## src/rtl/cpu_axi_lite_bridge.sv

```systemverilog
// CPU load/store to AXI4-Lite master bridge with independent read and write channels.
// Optional dead-slave watchdog per channel enabled by defining CPU_AXI_TIMEOUT_EN.
module cpu_axi_lite_bridge #(
   parameter int unsigned ADDR_W      = 64,
   parameter int unsigned DATA_W      = 32,
   parameter int unsigned TIMEOUT_CYC = 1024
) (
   input  logic                  clk,
   input  logic                  reset,
   // CPU read port
   input  logic                  r_req,
   input  logic [ADDR_W-1:0]     r_addr,
   output logic                  r_busy,
   output logic                  r_data_valid,
   output logic [DATA_W-1:0]     r_data,
   output logic [1:0]            r_err,
   // CPU write port
   input  logic                  w_req,
   input  logic [ADDR_W-1:0]     w_addr,
   input  logic [DATA_W-1:0]     w_data,
   input  logic [DATA_W/8-1:0]   w_strb,
   output logic                  w_busy,
   output logic                  w_done,
   output logic [1:0]            w_err,
   // AXI4-Lite master
   output logic                  aclk,
   output logic                  aresetn,
   output logic [ADDR_W-1:0]     m_axi_awaddr,
   output logic [2:0]            m_axi_awprot,
   output logic                  m_axi_awvalid,
   input  logic                  m_axi_awready,
   output logic [DATA_W-1:0]     m_axi_wdata,
   output logic [DATA_W/8-1:0]   m_axi_wstrb,
   output logic                  m_axi_wvalid,
   input  logic                  m_axi_wready,
   input  logic [1:0]            m_axi_bresp,
   input  logic                  m_axi_bvalid,
   output logic                  m_axi_bready,
   output logic [ADDR_W-1:0]     m_axi_araddr,
   output logic [2:0]            m_axi_arprot,
   output logic                  m_axi_arvalid,
   input  logic                  m_axi_arready,
   input  logic [DATA_W-1:0]     m_axi_rdata,
   input  logic [1:0]            m_axi_rresp,
   input  logic                  m_axi_rvalid,
   output logic                  m_axi_rready
);

   localparam int unsigned STRB_W = DATA_W / 8;
`ifdef CPU_AXI_TIMEOUT_EN
   localparam int unsigned CNT_W = $clog2(TIMEOUT_CYC + 1);
`endif

   typedef enum logic [1:0] {RD_IDLE, RD_AR, RD_R} rd_state_e;
   typedef enum logic [1:0] {WR_IDLE, WR_ADDR_DATA, WR_RESP} wr_state_e;

   // ---------------- read channel state ----------------
   rd_state_e             rd_state_q, rd_state_d;
   logic [ADDR_W-1:0]     araddr_q, araddr_d;
   logic                  arvalid_q, arvalid_d;
   logic                  rready_q, rready_d;
   logic                  r_busy_q, r_busy_d;
   logic                  r_data_valid_q, r_data_valid_d;
   logic [DATA_W-1:0]     r_data_q, r_data_d;
   logic [1:0]            r_err_q, r_err_d;

   // ---------------- write channel state ----------------
   wr_state_e             wr_state_q, wr_state_d;
   logic [ADDR_W-1:0]     awaddr_q, awaddr_d;
   logic [DATA_W-1:0]     wdata_q, wdata_d;
   logic [STRB_W-1:0]     wstrb_q, wstrb_d;
   logic                  awvalid_q, awvalid_d;
   logic                  wvalid_q, wvalid_d;
   logic                  aw_ok_q, aw_ok_d;
   logic                  w_ok_q, w_ok_d;
   logic                  bready_q, bready_d;
   logic                  w_busy_q, w_busy_d;
   logic                  w_done_q, w_done_d;
   logic [1:0]            w_err_q, w_err_d;

`ifdef CPU_AXI_TIMEOUT_EN
   logic [CNT_W-1:0]      rd_cnt_q, rd_cnt_d;
   logic [CNT_W-1:0]      wr_cnt_q, wr_cnt_d;
`endif

   // Read FSM next-state and registered outputs
   always_comb begin
      rd_state_d     = rd_state_q;
      araddr_d       = araddr_q;
      arvalid_d      = arvalid_q;
      rready_d       = rready_q;
      r_data_valid_d = 1'b0;
      r_data_d       = r_data_q;
      r_err_d        = r_err_q;
      case (rd_state_q)
         RD_IDLE: begin
            if (r_req) begin
               araddr_d   = r_addr;
               arvalid_d  = 1'b1;
               rd_state_d = RD_AR;
            end
         end
         RD_AR: begin
            if (m_axi_arready) begin
               arvalid_d  = 1'b0;
               rready_d   = 1'b1;
               rd_state_d = RD_R;
            end
         end
         RD_R: begin
            if (m_axi_rvalid) begin
               rready_d       = 1'b0;
               r_data_d       = m_axi_rdata;
               r_err_d        = m_axi_rresp;
               r_data_valid_d = 1'b1;
               rd_state_d     = RD_IDLE;
            end
         end
         default: begin
            rd_state_d = RD_IDLE;
            arvalid_d  = 1'b0;
            rready_d   = 1'b0;
         end
      endcase
`ifdef CPU_AXI_TIMEOUT_EN
      rd_cnt_d = (rd_state_q == RD_IDLE) ? '0 : CNT_W'(rd_cnt_q + 1'b1);
      // Dead-slave escape: abandon the transaction and report 2'b11
      if ((rd_state_q != RD_IDLE) && (rd_cnt_q >= CNT_W'(TIMEOUT_CYC - 1))) begin
         rd_state_d     = RD_IDLE;
         arvalid_d      = 1'b0;
         rready_d       = 1'b0;
         r_data_d       = '0;
         r_err_d        = 2'b11;
         r_data_valid_d = 1'b1;
         rd_cnt_d       = '0;
      end
`endif
      r_busy_d = (rd_state_d != RD_IDLE);
   end

   // Write FSM next-state and registered outputs
   always_comb begin
      wr_state_d = wr_state_q;
      awaddr_d   = awaddr_q;
      wdata_d    = wdata_q;
      wstrb_d    = wstrb_q;
      awvalid_d  = awvalid_q;
      wvalid_d   = wvalid_q;
      aw_ok_d    = aw_ok_q;
      w_ok_d     = w_ok_q;
      bready_d   = bready_q;
      w_done_d   = 1'b0;
      w_err_d    = w_err_q;
      case (wr_state_q)
         WR_IDLE: begin
            if (w_req) begin
               awaddr_d   = w_addr;
               wdata_d    = w_data;
               wstrb_d    = w_strb;
               awvalid_d  = 1'b1;
               wvalid_d   = 1'b1;
               aw_ok_d    = 1'b0;
               w_ok_d     = 1'b0;
               wr_state_d = WR_ADDR_DATA;
            end
         end
         WR_ADDR_DATA: begin
            // AW and W complete independently; sticky flags remember each handshake
            aw_ok_d   = aw_ok_q | (awvalid_q & m_axi_awready);
            w_ok_d    = w_ok_q | (wvalid_q & m_axi_wready);
            awvalid_d = ~aw_ok_d;
            wvalid_d  = ~w_ok_d;
            if (aw_ok_d && w_ok_d) begin
               bready_d   = 1'b1;
               wr_state_d = WR_RESP;
            end
         end
         WR_RESP: begin
            if (m_axi_bvalid) begin
               bready_d   = 1'b0;
               w_err_d    = m_axi_bresp;
               w_done_d   = 1'b1;
               wr_state_d = WR_IDLE;
            end
         end
         default: begin
            wr_state_d = WR_IDLE;
            awvalid_d  = 1'b0;
            wvalid_d   = 1'b0;
            bready_d   = 1'b0;
         end
      endcase
`ifdef CPU_AXI_TIMEOUT_EN
      wr_cnt_d = (wr_state_q == WR_IDLE) ? '0 : CNT_W'(wr_cnt_q + 1'b1);
      if ((wr_state_q != WR_IDLE) && (wr_cnt_q >= CNT_W'(TIMEOUT_CYC - 1))) begin
         wr_state_d = WR_IDLE;
         awvalid_d  = 1'b0;
         wvalid_d   = 1'b0;
         bready_d   = 1'b0;
         w_err_d    = 2'b11;
         w_done_d   = 1'b1;
         wr_cnt_d   = '0;
      end
`endif
      w_busy_d = (wr_state_d != WR_IDLE);
   end

   // Read channel registers
   always_ff @(posedge clk or posedge reset) begin
      if (reset) begin
         rd_state_q     <= RD_IDLE;
         araddr_q       <= '0;
         arvalid_q      <= 1'b0;
         rready_q       <= 1'b0;
         r_busy_q       <= 1'b0;
         r_data_valid_q <= 1'b0;
         r_data_q       <= '0;
         r_err_q        <= 2'b00;
      end else begin
         rd_state_q     <= rd_state_d;
         araddr_q       <= araddr_d;
         arvalid_q      <= arvalid_d;
         rready_q       <= rready_d;
         r_busy_q       <= r_busy_d;
         r_data_valid_q <= r_data_valid_d;
         r_data_q       <= r_data_d;
         r_err_q        <= r_err_d;
      end
   end

   // Write channel registers
   always_ff @(posedge clk or posedge reset) begin
      if (reset) begin
         wr_state_q <= WR_IDLE;
         awaddr_q   <= '0;
         wdata_q    <= '0;
         wstrb_q    <= '0;
         awvalid_q  <= 1'b0;
         wvalid_q   <= 1'b0;
         aw_ok_q    <= 1'b0;
         w_ok_q     <= 1'b0;
         bready_q   <= 1'b0;
         w_busy_q   <= 1'b0;
         w_done_q   <= 1'b0;
         w_err_q    <= 2'b00;
      end else begin
         wr_state_q <= wr_state_d;
         awaddr_q   <= awaddr_d;
         wdata_q    <= wdata_d;
         wstrb_q    <= wstrb_d;
         awvalid_q  <= awvalid_d;
         wvalid_q   <= wvalid_d;
         aw_ok_q    <= aw_ok_d;
         w_ok_q     <= w_ok_d;
         bready_q   <= bready_d;
         w_busy_q   <= w_busy_d;
         w_done_q   <= w_done_d;
         w_err_q    <= w_err_d;
      end
   end

`ifdef CPU_AXI_TIMEOUT_EN
   always_ff @(posedge clk or posedge reset) begin
      if (reset) begin
         rd_cnt_q <= '0;
         wr_cnt_q <= '0;
      end else begin
         rd_cnt_q <= rd_cnt_d;
         wr_cnt_q <= wr_cnt_d;
      end
   end
`endif

   assign aclk          = clk;
   assign aresetn       = ~reset;

   assign r_busy        = r_busy_q;
   assign r_data_valid  = r_data_valid_q;
   assign r_data        = r_data_q;
   assign r_err         = r_err_q;
   assign w_busy        = w_busy_q;
   assign w_done        = w_done_q;
   assign w_err         = w_err_q;

   assign m_axi_araddr  = araddr_q;
   assign m_axi_arprot  = 3'b000;
   assign m_axi_arvalid = arvalid_q;
   assign m_axi_rready  = rready_q;
   assign m_axi_awaddr  = awaddr_q;
   assign m_axi_awprot  = 3'b000;
   assign m_axi_awvalid = awvalid_q;
   assign m_axi_wdata   = wdata_q;
   assign m_axi_wstrb   = wstrb_q;
   assign m_axi_wvalid  = wvalid_q;
   assign m_axi_bready  = bready_q;

endmodule

```

## config.mk

```make
export PLATFORM = sky130hd
export DESIGN_NAME = cpu_axi_lite_bridge
export DESIGN_NICKNAME = d
export VERILOG_FILES = /design/src/rtl/cpu_axi_lite_bridge.sv
export SDC_FILE = /design/constraint.sdc
export NUM_CORES = 1
export LEC_CHECK = 0
export ABC_CLOCK_PERIOD_IN_PS = 10900
export CORE_AREA = 4 4 161 163
export DETAILED_ROUTE_END_ITERATION = 16
export DIE_AREA = 0 0 165 167
export PLACE_DENSITY_LB_ADDON = 0.08
export SLEW_MARGIN = 10
export SYNTH_ARGS = -nofsm -noshare
export SYNTH_HDL_FRONTEND = slang
export SYNTH_SLANG_ARGS = --single-unit
```

## constraint.sdc

```tcl
create_clock -name clk -period 10.9 [get_ports clk]
set_clock_uncertainty 0.15 [all_clocks]
set_input_delay 2.18 -clock clk [delete_from_list [all_inputs] [get_ports clk]]
set_output_delay 2.18 -clock clk [all_outputs]
set_load 0.005 [all_outputs]
```

==> results of run 1 <==
-- layout by cell type, fill, tap and decap left out, drive strengths merged --
cell type      netlist  layout
a211o                1       1
a21oi                8       8
a31oi                2       2
and3                 2       2
buf                 30       5
bufinv               0       1
clkbuf               0      34
clkdlybuf4s50        0     419
clkinv               0      12
conb                 1       6
dfrtp              215     215
diode                0       1
inv                  5       6
mux2               200     200
nand2                5       5
nand2b               3       3
nand3b               2       2
nor2                 7       7
nor3                 2       2
nor3b                2       2
o21ai                8       8
o31ai                1       1
or2                  2       2
-- per-layer routing --
| metal | up-vias | track usage | wire length [microns] | share of wire |
|---|---|---|---|---|
| met4 | 0 | 0.0575 | 610 | 0.024 |
| li1 | 2580 | - | - | - |
| met3 | 38 | 0.0610 | 2310 | 0.091 |
| met2 | 247 | 0.328 | 13600 | 0.53 |
| met5 | - | 0 | 0 | 0 |
| met1 | 2856 | 0.189 | 9000 | 0.35 |
-- critical path: cells and delay by family --
family | cells | cell delay (ns)
buffers and inverters | 3 | 0.69
-- worst max path at each step --
stage | from | to | slack, ns | cells past startpoint
floorplan | reset | aresetn | 1.95 | 1
global placement | clk | aclk | 2.71 | 1
detailed placement | clk | aclk | 2.71 | 1
CTS | clk | aclk | 2.43 | 3
global route | clk | aclk | 2.43 | 3
finish | clk | aclk | 2.44 | 3
-- cell usage after synthesis (all sizes together), types with 3 or more instances --
cell / instances
a21oi: 8
buf: 30
dfrtp: 215
inv: 5
mux2: 200
nand2: 5
nand2b: 3
nor2: 7
o21ai: 8
-- per-stage QoR --
stage,power (mW),std cells,area [sq um]
2_1_floorplan,2.35,501,8950
3_3_place_gp,3.32,1219,13200
3_5_place_dp,3.36,1219,13200
4_1_cts,4.25,1267,14000
5_1_grt,4.41,1268,14000
6_report,4.18,1268,14000
-- registers in the layout, indices dropped and copies added, names as in the netlist, 2 cells and up --
register      count
m_axi_araddr     64
m_axi_awaddr     64
m_axi_wdata      32
m_axi_wstrb       4
r_data           32
r_err             2
rd_state_q        2
w_err             2
wr_state_q        2
-- cells by family (layout without fill, tap and decap cells) --
family | count (synthesis) | after routing | synth area share
flip-flops | 215 | 215 | 0.602
multiplexers | 200 | 200 | 0.315
buffers and inverters | 35 | 477 | 0.0520
AND/OR/NAND/NOR | 25 | 25 | 0.0181
AO/OA/AOI/OAI | 20 | 20 | 0.0122
other | 1 | 7 | 0.000420
-- where the power goes --
part           total [mW]  switching (mW)  internal, mW
Clock               0.863           0.339         0.524
Combinational        1.87           0.554          1.31
Sequential           1.45           0.245          1.21
Total                4.18            1.14          3.04
-- layout make-up --
type | count | area [sq um] | area share
timing repair buffer | 423 | 4220 | 0.301
clock inverter | 14 | 103 | 0.00732
clock buffer | 35 | 773 | 0.0551
inverter | 5 | 26.3 | 0.00187
antenna | 1 | 2.50 | 0.000178
tap | 324 | 405 | 0.0289
sequential | 215 | 5380 | 0.384
multi-input combinational | 251 | 3110 | 0.222
==> impl_metrics.toml, run 1 <==
[timing]
max_slew.worst_pin.slew_ns = 1.15
rsz0062_at_grt = "no"
setup_viol = 0
timing.hold.ws_ns = 0.353
slew_viol_final = 0
hold_viol_final = 0
relSlewSlack = 0.236
tns_ns = 0
fin_ws_ns = 2.44

[cts]
clk_pin_slew_ns = 0.06
cts_hold_buffers = 0
post_cts_buffers = 0
clk_latency_ns = 0.61
cts_resized = 0
tritoncts = "yes"

[power]
power.density_nw_per_um2 = 298
leakagePower_nw = 6.11
peakVddDrop_uv = 144

[detailed_routing]
avgRoutedWirePerCell_microns = 20.1
routed_wl_mm = 25.5
detail_route.first_pass.iterations = 4
drt-initial-drc-count = 266
via_per_inst = 4.51
ant_nets = 0
drc = 0
vias = 5721

[synthesis]
avgSynthCellArea_sq_um = 18.0
seq_area_frac_synth = 0.602
async_flop_share = 1.00
synth_edf_count = 0
synth.largest_area_cell = "dfrtp_1"
synthDistinctLibCells = 27
synth.cell_area_sq_um = 8930
synth.top_cell.area_share = 0.602
synth_seq_cells = 215
yosys_warnings = 0
ys.flop_type = "dfrtp_1"
netlist_instances = 496
synth.area.top_cells = "dfrtp_1, mux2_4, mux2_2"

[min_path]
worstHoldPathType = "flop to flop"
worstHoldEndpoint = "m_axi_awaddr[59]$_DFFE_PP0P_"
hp-start = "m_axi_awaddr[59]$_DFFE_PP0P_"
hold_path_depth = 1

[finish]
area_growth_pct = 57.0
final_nets = 1134
layout-drive-gt1-share = 0.271
nFillCells = 1928
post-route-util = 0.577

[die]
die_h_microns = 167
die-area_sq_um = 27600
die-width_microns = 165
coreArea_sq_um = 24300
num_io_pins = 426
start_util = 0.367
fp-row-count = 57

[critical_path]
reg2reg_depth = 3
r2r_slack_ns = 8.49
slowest_stage = "clkdlybuf4s50_1"
crit_path_end_kind = "output port"
required_ns = 8.57
cp_cell_sequence = "clkbuf_16 -> clkbuf_16 -> clkdlybuf4s50_1"
cpMostUsedCell = "clkbuf_16"
crit_type = "clock port to output port"
r2r-start = "rd_state_q[0]$_DFF_PP0_"
worst_r2r_endpoint = "m_axi_araddr[53]$_DFFE_PP0P_"
arrival_ns = 6.13
startpoint_type = "clock port"
critPathMaxFanout = 2
slowest_delay_ns = 0.44

[placed_design]
dp_hpwl_mm = 18.8
gp_congestion = 0.790
io_buffers = 419
pre_cts_slack_ns = 2.71

[global_route]
grt_pass1_vias = 6484
antenna_found_initial = 1
grt_overflow_total = 0
track_usage = 0.179
grt_max_degree = 81
grt_pass1_wl_mm = 38.2

[status]
status = "finished clean"

[flow_run]
drv_cap = 0
(Power assumes the default switching activity.)
==> run 2, diff against run 1 <==
- ABC_CLOCK_PERIOD_IN_PS: 10900 -> 8400
- CORE_AREA: 4 4 161 163 -> 4 4 162 164
- DIE_AREA: 0 0 165 167 -> 0 0 166 168
- clock period: 10.9 -> 8.4 ns (I/O delays scaled with it)
==> run 2 against run 1 <==
Design area is 0.43% higher. Hold slack worse by 0.0070 ns. Via count shrank 0.24%. Sequential power rose by 30%. Critical path depth is the same. Final cell count rose by 0.55%. Register-to-register slack worse by 3.0 ns. Clock power is 34% higher. Combinational power up 29%. Die area rose by 1.2%. Power is 31% higher. Global-route usage down 0.36 points.
==> impl_metrics.toml, run 2 (synthesized netlist as in run 1, its figures left out) <==
[status]
status = "finished clean"

[die]
die-area_sq_um = 27900
fp-row-count = 58
die-width_microns = 166
die_h_microns = 168
coreArea_sq_um = 24900
start_util = 0.359
num_io_pins = 426

[placed_design]
dp_hpwl_mm = 19.0
io_buffers = 419
place_area_sq_um = 13200
gp_congestion = 0.797

[timing]
hold_viol_final = 0
relSlewSlack = 0.358
setup_viol = 0
rsz0062_at_grt = "no"
tns_ns = 0
slew_viol_final = 0
max_slew.worst_pin.slew_ns = 0.961

[cts]
tritoncts = "yes"
clk_latency_ns = 0.61
cts_hold_buffers = 0
cts_resized = 0
post_cts_buffers = 0
clk_pin_slew_ns = 0.06

[global_route]
track_usage = 0.175
antenna_found_initial = 1
grt_max_degree = 110
grt_pass1_wl_mm = 38.7
grt_overflow_total = 0
grt_pass1_vias = 6426

[critical_path]
startpoint_type = "clock port"
reg2reg_depth = 3
crit_type = "clock port to output port"
arrival_ns = 4.88
cpMostUsedCell = "clkbuf_16"
slowest_delay_ns = 0.44
critPathMaxFanout = 2
r2r_slack_ns = 5.49
required_ns = 6.57
crit_path_end_kind = "output port"
worst_r2r_endpoint = "m_axi_araddr[55]$_DFFE_PP0P_"
slowest_stage = "clkdlybuf4s50_1"
cp_cell_sequence = "clkbuf_16 -> clkbuf_16 -> clkdlybuf4s50_1"
r2r-start = "rd_state_q[0]$_DFF_PP0_"

[min_path]
hold_path_depth = 1
worstHoldPathType = "flop to flop"
worstHoldEndpoint = "r_data[22]$_DFFE_PP0P_"
hp-start = "r_data[22]$_DFFE_PP0P_"

[finish]
area_growth_pct = 57.7
post-route-util = 0.566
layout-drive-gt1-share = 0.266
final_cell_mix = "clkdlybuf4s50_1, dfrtp_1, mux2_4"
final_nets = 1134
design_area_sq_um = 14100
final_common_cell = "clkdlybuf4s50_1"

[detailed_routing]
avgRoutedWirePerCell_microns = 20.2
drc = 0
ant_nets = 0
drt-initial-drc-count = 296
detail_route.first_pass.iterations = 4
vias = 5707
via_per_inst = 4.48
routed_wl_mm = 25.7

[power]
leakagePower_nw = 6.12
peakVddDrop_uv = 213
power.density_nw_per_um2 = 388

[flow_run]
drv_cap = 0
[run 2: final cells by class]
cell class                 count  area, sq um
fill                        1983        10800
timing repair buffer         422         4230
sequential                   215         5380
tap                          330          413
inverter                       5         26.3
antenna                        1         2.50
clock inverter                 4         22.5
clock buffer                  47          901
multi-input combinational    251         3110
[run 2: metal layers]
layer | up-vias | global-route usage | wire (microns)
li1 | 2577 | - | -
met1 | 2844 | 0.194 | 9440
met2 | 251 | 0.318 | 13400
met3 | 35 | 0.0629 | 2210
met4 | 0 | 0.0484 | 613
met5 | - | 0 | 0
[run 2: where the power goes]
group / internal, mW / total, mW / switching [mW]
combinational: 1.70 / 2.42 / 0.721
sequential: 1.57 / 1.89 / 0.318
clock: 0.726 / 1.16 / 0.433
[run 2: worst max-delay path by stage]
stage	startpoint	to	cells after the start
after global routing	clk	aclk	3
after CTS	clk	aclk	3
after global placement	clk	aclk	1
after floorplan	reset	aresetn	1
final	clk	aclk	3
after detailed placement	clk	aclk	1
[run 2: worst max-delay path, delay by kind of cell]
kind,cells,cell delay (ns)
buf+inv,3,0.69
[run 2: per-stage QoR]
step	total power [mW]	setup WS [ns]	hold slack, ns	cells
2_1_floorplan	3.06	0.448	0.339	501
3_3_place_gp	4.30	1.96	0.328	1224
3_5_place_dp	4.35	1.96	0.339	1224
4_1_cts	5.54	1.68	0.353	1274
5_1_grt	5.76	1.67	0.369	1275
6_report	5.46	1.69	0.346	1275
==> run 3, diff against run 2 <==
- ABC_CLOCK_PERIOD_IN_PS: 8400 -> 5760
- CORE_AREA: 4 4 162 164 -> 4 4 166 168
- DIE_AREA: 0 0 166 168 -> 0 0 170 172
- clock period: 8.4 -> 5.76 ns (I/O delays scaled with it)
==> run 3 against run 2 <==
Non-clock buffer count grew 1. Critical path depth unchanged. Final cell count increased by 0.55%. Register-to-register slack got worse by 2.1 ns. Global-route usage shrank 0.55 points. Via count rose by 1.5%. Sequential cell count unchanged. Clock-buffer cell count shrank 4. Clock power rose by 45%. Critical path type unchanged. Highest routed layer is now met5.
==> impl_metrics.toml, run 3 (synthesized netlist as in run 1, its figures left out) <==
[cts]
cts_resized = 0
clk_latency_ns = 0.63
cts_hold_buffers = 0
post_cts_buffers = 0
tritoncts = "yes"
clk_pin_slew_ns = 0.06

[global_route]
grt_overflow_total = 0
grt_max_degree = 102
grt_pass1_vias = 6503
track_usage = 0.170
antenna_found_initial = 3
grt_pass1_wl_mm = 38.5

[critical_path]
required_ns = 4.46
r2r-start = "rd_state_q[0]$_DFF_PP0_"
path_buf_inv = 3
crit_path_end_kind = "output port"
crit_family = "buffers and inverters"
cpMostUsedCell = "clkbuf_16"
r2r_slack_ns = 3.41
reg2reg_depth = 3
critPathMaxFanout = 2
cp_cell_sequence = "clkbuf_16 -> clkbuf_16 -> clkdlybuf4s50_1"
worst_r2r_endpoint = "m_axi_araddr[53]$_DFFE_PP0P_"
slowest_delay_ns = 0.44
arrival_ns = 3.56
startpoint_type = "clock port"
slowest_stage = "clkdlybuf4s50_1"
crit_type = "clock port to output port"

[power]
internal-power_mw = 5.81
leakagePower_nw = 6.12
p_sw_frac = 0.269
share_clk_of_total_power = 0.211
power.density_nw_per_um2 = 565
p_comb_frac = 0.443
peakVddDrop_uv = 302
p_switching_mw = 2.14
seq_power_share = 0.346

[status]
status = "finished clean"

[finish]
area_growth_pct = 57.8
final_common_cell = "clkdlybuf4s50_1"
final_nets = 1135
final_cell_mix = "clkdlybuf4s50_1, dfrtp_1, mux2_4"
post-route-util = 0.544
nFillCells = 2107
layout-drive-gt1-share = 0.266

[detailed_routing]
drc = 0
via_per_inst = 4.52
ant_nets = 0
detail_route.first_pass.iterations = 4
drt-initial-drc-count = 268
avgRoutedWirePerCell_microns = 20.3
vias = 5790
routed_wl_mm = 26.1

[timing]
hold_viol_final = 0
setup_viol = 0
max_slew.worst_pin.slew_ns = 0.974
rsz0062_at_grt = "no"
relSlewSlack = 0.350
slew_viol_final = 0
tns_ns = 0

[die]
die-width_microns = 170
fp-row-count = 59
die-area_sq_um = 29200
num_io_pins = 426
start_util = 0.345
coreArea_sq_um = 25900
die_h_microns = 172

[min_path]
hp-start = "r_err[1]$_DFFE_PP0P_"
worstHoldEndpoint = "r_err[1]$_DFFE_PP0P_"
worstHoldPathType = "flop to flop"
hold_path_depth = 1

[flow_run]
drv_cap = 0

[placed_design]
io_buffers = 419
dp_hpwl_mm = 19.1
gp_congestion = 0.822
run 3: cell count changes in the layout (fill, tap and decap cells not counted):
| cell | change |
|---|---|
| clkinv_2 | +3 |
| clkbuf_8 | -4 |
| inv_8 | -1 |
| buf_12 | +1 |
| bufinv_16 | +1 |
| diode_2 | +2 |
run 3: how the worst max path moves through the flow:
stage	from	to	slack, ns	cells past startpoint
floorplan	reset	aresetn	0.70	1
global placement	clk	aclk	1.16	1
detailed placement	clk	aclk	1.16	1
CTS	clk	aclk	0.88	3
global route	clk	aclk	0.87	3
finish	clk	aclk	0.89	3
run 3: power groups by stage:
stage               sequential, mW  clock [mW]  combinational [mW]
floorplan                     2.76      0.0113                1.68
finish                        2.75        1.68                3.53
global placement              2.73      0.0146                3.53
global route                  2.86        1.81                3.75
CTS                           2.76        1.74                3.60
detailed placement            2.77      0.0146                3.58
run 3: layout make-up:
| class | count | area [sq um] | area share |
|---|---|---|---|
| Sequential cell | 215 | 5380 | 0.382 |
| Timing Repair Buffer | 423 | 4250 | 0.301 |
| Multi-Input combinational cell | 251 | 3110 | 0.221 |
| Clock buffer | 43 | 846 | 0.0600 |
| Tap cell | 335 | 419 | 0.0297 |
| Clock inverter | 7 | 60.1 | 0.00426 |
| Inverter | 5 | 22.5 | 0.00160 |
| Antenna cell | 3 | 7.51 | 0.000533 |
run 3: metrics by stage:
step	area [sq um]	power, mW	setup slack (ns)	instances	hold slack, ns
6_report	14100	7.96	0.893	1282	0.351
2_1_floorplan	8950	4.46	0.698	501	0.339
3_5_place_dp	13200	6.36	1.16	1230	0.341
5_1_grt	14100	8.41	0.869	1281	0.360
3_3_place_gp	13200	6.28	1.16	1230	0.328
4_1_cts	14100	8.11	0.882	1279	0.354
run 3: per-layer routing:
layer  vias to the layer above  global-route usage  wire, microns
met1                      2886               0.182           9090
met5                         -                   0             13
met3                        53              0.0693           2630
met4                         2              0.0694            839
met2                       262               0.298          13500
li1                       2587                   -              -
run 3: worst register-to-register path, cell delays in order, from the launching register on:
cell and delay, ns:
dfrtp_1 0.49, nor3b_4 0.73, buf_12 0.45, mux2_2 0.41
